## src/rtl/axis_s_interface.sv

```systemverilog
// Receive-side AXI-Stream adapter: pops bytes from the RX CDC FIFO and packs them little-endian.
// Optional partial-word flush with m_axis_tkeep is enabled by defining AXIS_S_PARTIAL_FLUSH_EN.
module axis_s_interface #(
    parameter int unsigned LOGIC_SIZE    = 32,
    parameter int unsigned FLUSH_TIMEOUT = 16
) (
    input  logic                    m_axis_aclk,
    input  logic                    m_axis_reset_n,
    input  logic [7:0]              i_from_fifo,
    input  logic                    r_empty,
    output logic                    r_req,
    output logic [LOGIC_SIZE-1:0]   m_axis_tdata,
    output logic                    m_axis_tvalid,
    input  logic                    m_axis_tready
`ifdef AXIS_S_PARTIAL_FLUSH_EN
    ,
    output logic [LOGIC_SIZE/8-1:0] m_axis_tkeep
`endif
);

    localparam int unsigned NB = LOGIC_SIZE / 8;
    localparam int unsigned CW = $clog2(NB);

    if ((LOGIC_SIZE % 8) != 0 || LOGIC_SIZE < 16) begin : g_bad_size
        $error("axis_s_interface: LOGIC_SIZE must be a multiple of 8 and at least 16");
    end
    if (FLUSH_TIMEOUT < 2) begin : g_bad_timeout
        $error("axis_s_interface: FLUSH_TIMEOUT must be at least 2");
    end

    logic                    r_rd_vld;
    logic [CW-1:0]           r_cnt;
    logic [NB-2:0][7:0]      r_asm;
    logic [LOGIC_SIZE-1:0]   r_tdata;
    logic                    r_tvalid;

    logic                    w_last;
    logic                    w_complete;
    logic                    w_handshake;
    logic                    w_stall;
    logic [CW:0]             w_next_lane;
    logic [LOGIC_SIZE-1:0]   w_word;

    assign w_last      = (r_cnt == CW'(NB - 1));
    assign w_complete  = r_rd_vld && w_last;
    assign w_handshake = r_tvalid && m_axis_tready;
    assign w_word      = {i_from_fifo, r_asm};

    // Lane the byte requested now would land in; withholding the final lane while the output is
    // blocked guarantees a completed word always finds the output register free.
    assign w_next_lane = {1'b0, r_cnt} + (CW + 1)'(r_rd_vld);
    assign w_stall     = r_tvalid && !m_axis_tready && (w_next_lane == (CW + 1)'(NB - 1));

    assign r_req = !r_empty && !w_stall && m_axis_reset_n;

`ifdef AXIS_S_PARTIAL_FLUSH_EN
    localparam int unsigned IW = $clog2(FLUSH_TIMEOUT + 1);

    logic [IW-1:0]           r_idle;
    logic [NB-1:0]           r_tkeep;
    logic                    w_idle;
    logic                    w_flush;
    logic [LOGIC_SIZE-1:0]   w_flush_data;
    logic [NB-1:0]           w_flush_keep;

    assign w_idle  = (r_cnt != '0) && !r_rd_vld && r_empty;
    assign w_flush = w_idle && (r_idle == IW'(FLUSH_TIMEOUT)) && !r_tvalid;

    // Stale lanes from earlier words are masked so unused lanes read as zero.
    always_comb begin
        w_flush_data = '0;
        w_flush_keep = '0;
        for (int l = 0; l < NB - 1; l++) begin
            if (CW'(l) < r_cnt) begin
                w_flush_data[8*l +: 8] = r_asm[l];
                w_flush_keep[l]        = 1'b1;
            end
        end
    end

    // Saturates at the timeout so a flush blocked by a pending beat fires once it drains.
    always_ff @(posedge m_axis_aclk or negedge m_axis_reset_n) begin
        if (!m_axis_reset_n) begin
            r_idle <= '0;
        end else if (!w_idle || w_flush) begin
            r_idle <= '0;
        end else if (r_idle != IW'(FLUSH_TIMEOUT)) begin
            r_idle <= r_idle + 1'b1;
        end
    end

    assign m_axis_tkeep = r_tkeep;
`endif

    always_ff @(posedge m_axis_aclk or negedge m_axis_reset_n) begin
        if (!m_axis_reset_n) begin
            r_rd_vld <= 1'b0;
            r_cnt    <= '0;
        end else begin
            r_rd_vld <= r_req;
            if (r_rd_vld) begin
                r_cnt <= w_last ? '0 : r_cnt + 1'b1;
            end
`ifdef AXIS_S_PARTIAL_FLUSH_EN
            else if (w_flush) begin
                r_cnt <= '0;
            end
`endif
        end
    end

    always_ff @(posedge m_axis_aclk or negedge m_axis_reset_n) begin
        if (!m_axis_reset_n) begin
            r_asm <= '0;
        end else begin
            for (int l = 0; l < NB - 1; l++) begin
                if (r_rd_vld && (r_cnt == CW'(l))) begin
                    r_asm[l] <= i_from_fifo;
                end
            end
        end
    end

    always_ff @(posedge m_axis_aclk or negedge m_axis_reset_n) begin
        if (!m_axis_reset_n) begin
            r_tdata  <= '0;
            r_tvalid <= 1'b0;
`ifdef AXIS_S_PARTIAL_FLUSH_EN
            r_tkeep  <= '0;
`endif
        end else if (w_complete) begin
            r_tdata  <= w_word;
            r_tvalid <= 1'b1;
`ifdef AXIS_S_PARTIAL_FLUSH_EN
            r_tkeep  <= '1;
        end else if (w_flush) begin
            r_tdata  <= w_flush_data;
            r_tvalid <= 1'b1;
            r_tkeep  <= w_flush_keep;
`endif
        end else if (w_handshake) begin
            r_tvalid <= 1'b0;
        end
    end

    assign m_axis_tdata  = r_tdata;
    assign m_axis_tvalid = r_tvalid;

    a_no_overwrite: assert property (@(posedge m_axis_aclk) disable iff (!m_axis_reset_n)
        w_complete |-> !(r_tvalid && !m_axis_tready));

    a_hold_stable: assert property (@(posedge m_axis_aclk) disable iff (!m_axis_reset_n)
        (r_tvalid && !m_axis_tready) |=> (r_tvalid && $stable(r_tdata)));

endmodule

```

## config.mk

```make
export PLATFORM = sky130hd
export DESIGN_NAME = axis_s_interface
export DESIGN_NICKNAME = d
export VERILOG_FILES = /design/src/rtl/axis_s_interface.sv
export SDC_FILE = /design/constraint.sdc
export NUM_CORES = 1
export LEC_CHECK = 0
export ABC_AREA = 1
export ABC_CLOCK_PERIOD_IN_PS = 2500
export CELL_PAD_IN_SITES_DETAIL_PLACEMENT = 1
export CELL_PAD_IN_SITES_GLOBAL_PLACEMENT = 2
export CORE_MARGIN = 1.5
export CORE_UTILIZATION = 33
export DETAILED_ROUTE_END_ITERATION = 10
export HOLD_SLACK_MARGIN = 0.12
export PLACE_DENSITY = 0.84
export SLEW_MARGIN = 0
export SYNTH_ARGS = -nofsm -noshare
export SYNTH_HDL_FRONTEND = slang
export SYNTH_SLANG_ARGS = --single-unit
```

## constraint.sdc

```tcl
create_clock -name m_axis_aclk -period 2.5 [get_ports m_axis_aclk]
set_input_delay 0.5 -clock m_axis_aclk [delete_from_list [all_inputs] [get_ports m_axis_aclk]]
set_output_delay 0.5 -clock m_axis_aclk [all_outputs]
set_load 0.02 [all_outputs]
```

==> reports/metrics.yaml <==
power_and_ir_drop:
  cellInternalPower_w: 0.00265
  combPwrFrac: 0.361
  power.leakage_nw: 1.52
  seqPwrFrac: 0.419
  p_sw_w: 0.00142
  p_sw_frac: 0.349
  clkPwrFrac: 0.220
  ir_worst_vdd_mv: 0.573
  powerDensity_nw_per_um2: 1330
placed_design:
  portBuffers: 45
  place_inst: 375
  gp_congestion: 0.673
  dpl_worst_slack_ps: 120
  hpwl_um: 3660
timing:
  min_period_over_period: 0.946
  fmaxAchievable_ghz: 0.423
  worst_slack_ps: 134
  slew_violations: 0
  hold_viol: 0
  skew_ps: 11.6
  setup_viol: 0
  rsz0062_at_grt: "no"
  worst_slew_pin_slew_ps: 757
  fin_crit_ps: 2370
  slew_headroom: 0.496
  tns_ps: 0
synth:
  synth_seq_cells: 60
  syn_avg_cell_area_sq_um: 9.63
  ys_seq_area_frac: 0.644
  synth_area_sq_um: 2330
  synth_cell_types: 11
  yosys_warnings: 0
  synth_nets: 260
  syn_inst: 242
cells_and_area:
  stdcell_count: 390
  mostFrequentLayoutCell: "nand2_1"
  antenna_cells: 0
  syn2layout_area_growth_pct: 31.7
  multi_input_area_sq_um: 717
  seqCellArea_sq_um: 1500
  nets: 308
  num-fill-cells: 780
  layout-drive-gt1-share: 0.0646
  final_cell_mix: "88 x nand2_1, 60 x dfrtp_1, 43 x clkdlybuf4s50_1"
global_routing:
  antenna_found_initial: 0
  gr-usage-all-layers: 0.163
  grt_first_pass_wirelength_um: 9070
  grt_max_degree: 61
  grt.overflow.total: 0
  grt_pass1_vias: 1824
setup_path:
  crit_end: "r_req"
  cp.required_ps: 2000
  crit_type: "reg -> out"
  rr_startpoint: "r_rd_vld"
  reg2reg_to: "m_axis_tdata[28]"
  cp-startpoint: "r_cnt[0]"
  rr_worst_depth: 4
  r2r_slack_ps: 830
  cp_max_fo: 5
  crit_path_end_kind: "output port"
  setup.worst_path.start_class: "register"
  crit_arrival_ps: 1870
die:
  chipWidth_um: 87.0
  die_area_sq_um: 7570
  rows: 30
  core-area_sq_um: 6790
  initial_core_util: 0.343
  pin_count: 46
  die_y_um: 87.0
clock_tree:
  cts_made_buffers: 9
  cts-root-buf: "clkbuf_8"
  tritoncts: "done"
  cts.htree.levels: 3
  clk_pin_slew_ps: 60
  ctsHoldBuffers: 0
  insertion_delay_ps: 340
  postCtsSetupRepairBufs: 0
  clock_sinks: 60
  cts_max_path_buffers: 2
run:
  drv_cap: 0
run_status:
  status: "finished clean"
routing:
  vias_per_cell: 4.54
  wl_um: 5460
  firstDrtPassIters: 4
  antenna_left: 0
  vias: 1770
  drcViolationCount: 0
  drt_iter0_markers: 95
  post_drt_wl_per_cell_um: 14.0
min_path:
  hold_path.class: "in -> async"
layer usage:
| layer | share of wire | track usage | routed length [um] |
|---|---|---|---|
| met1 | 0.45 | 0.209 | 2470 |
| met2 | 0.50 | 0.258 | 2730 |
| met3 | 0.029 | 0.0389 | 160 |
| met4 | 0.019 | 0.0792 | 106 |
| met5 | 0 | 0 | 0 |
cell usage after synthesis:
cell / number / area (sq um)
nand2_1: 88 / 330
dfrtp_1: 60 / 1500
o21ai_0: 35 / 175
nand3_1: 24 / 120
inv_1: 12 / 45.0
buf_2: 11 / 55.1
ha_1: 6 / 75.1
nor2_1: 3 / 11.3
a21oi_1: 1 / 5.00
buf_4: 1 / 7.51
clkbuf_1: 1 / 3.75
sequential cells by signal (all words and copies together) (netlist names):
register       flops
r_asm             24
r_cnt              2
r_rd_vld           1
m_axis_tvalid      1
m_axis_tdata      32
stage by stage:
step                hold slack [ps]  total power [W]  area, sq um  utilization
floorplan                       204          0.00247         2330            -
detailed placement              460          0.00321         2870        0.422
global route                    455          0.00436         3070        0.452
finish                          378          0.00407         3070        0.452
CTS                             423          0.00413         3070        0.452
global placement                455          0.00315         2870        0.422
worst max-delay path, cell delays in order, from the launching register on:
cell and delay [ps]:
dfrtp_1 430, ha_1 210, ha_1 270, nand2_1 70, nor2_1 40, a21oi_1 180, clkdlybuf4s15_1 340
how the worst min path moves through the flow:
| stage | cells past startpoint | slack (ps) | to |
|---|---|---|---|
| final | 2 | 380 | m_axis_tdata[2] |
| after global routing | 2 | 460 | m_axis_tdata[3] |
| after CTS | 2 | 420 | m_axis_tdata[12] |
| after detailed placement | 2 | 460 | m_axis_tdata[22] |
| after global placement | 2 | 450 | m_axis_tdata[4] |
| after floorplan | 0 | 200 | m_axis_tdata[0] |
layout make-up:
| cell class | count | area share |
|---|---|---|
| well taps | 96 | 0.0391 |
| clock inverters | 1 | 0.00978 |
| inverters | 12 | 0.0147 |
| multi-input cells | 157 | 0.234 |
| repair buffers | 50 | 0.157 |
| flip-flops and latches | 60 | 0.489 |
| clock buffers | 14 | 0.0563 |
repair_timing:
action | in CTS | in global routing
hold endpoints to repair | 0 | 0
endpoints found under the setup margin | 1 | 1
resized for setup | 1 | 1
power groups by stage:
stage                     sequential [W]  clock [W]  combinational [W]
after floorplan                  0.00200          0           0.000467
after global placement           0.00170          0            0.00145
after detailed placement         0.00172          0            0.00149
after CTS                        0.00172   0.000918            0.00150
after global routing             0.00177   0.000970            0.00162
final                            0.00171   0.000896            0.00147
kinds of logic (layout without fill, tap and decap cells):
kind of cell / after synthesis / count (layout) / synth area share
and+or+nand+nor: 115 / 115 / 0.198
DFF: 60 / 60 / 0.644
AOI/OAI and AO/OA: 36 / 36 / 0.0773
buffers and inverters: 25 / 77 / 0.0478
adders and majority gates: 6 / 6 / 0.0322
No activity file was read; power rests on OpenSTA's default activity.
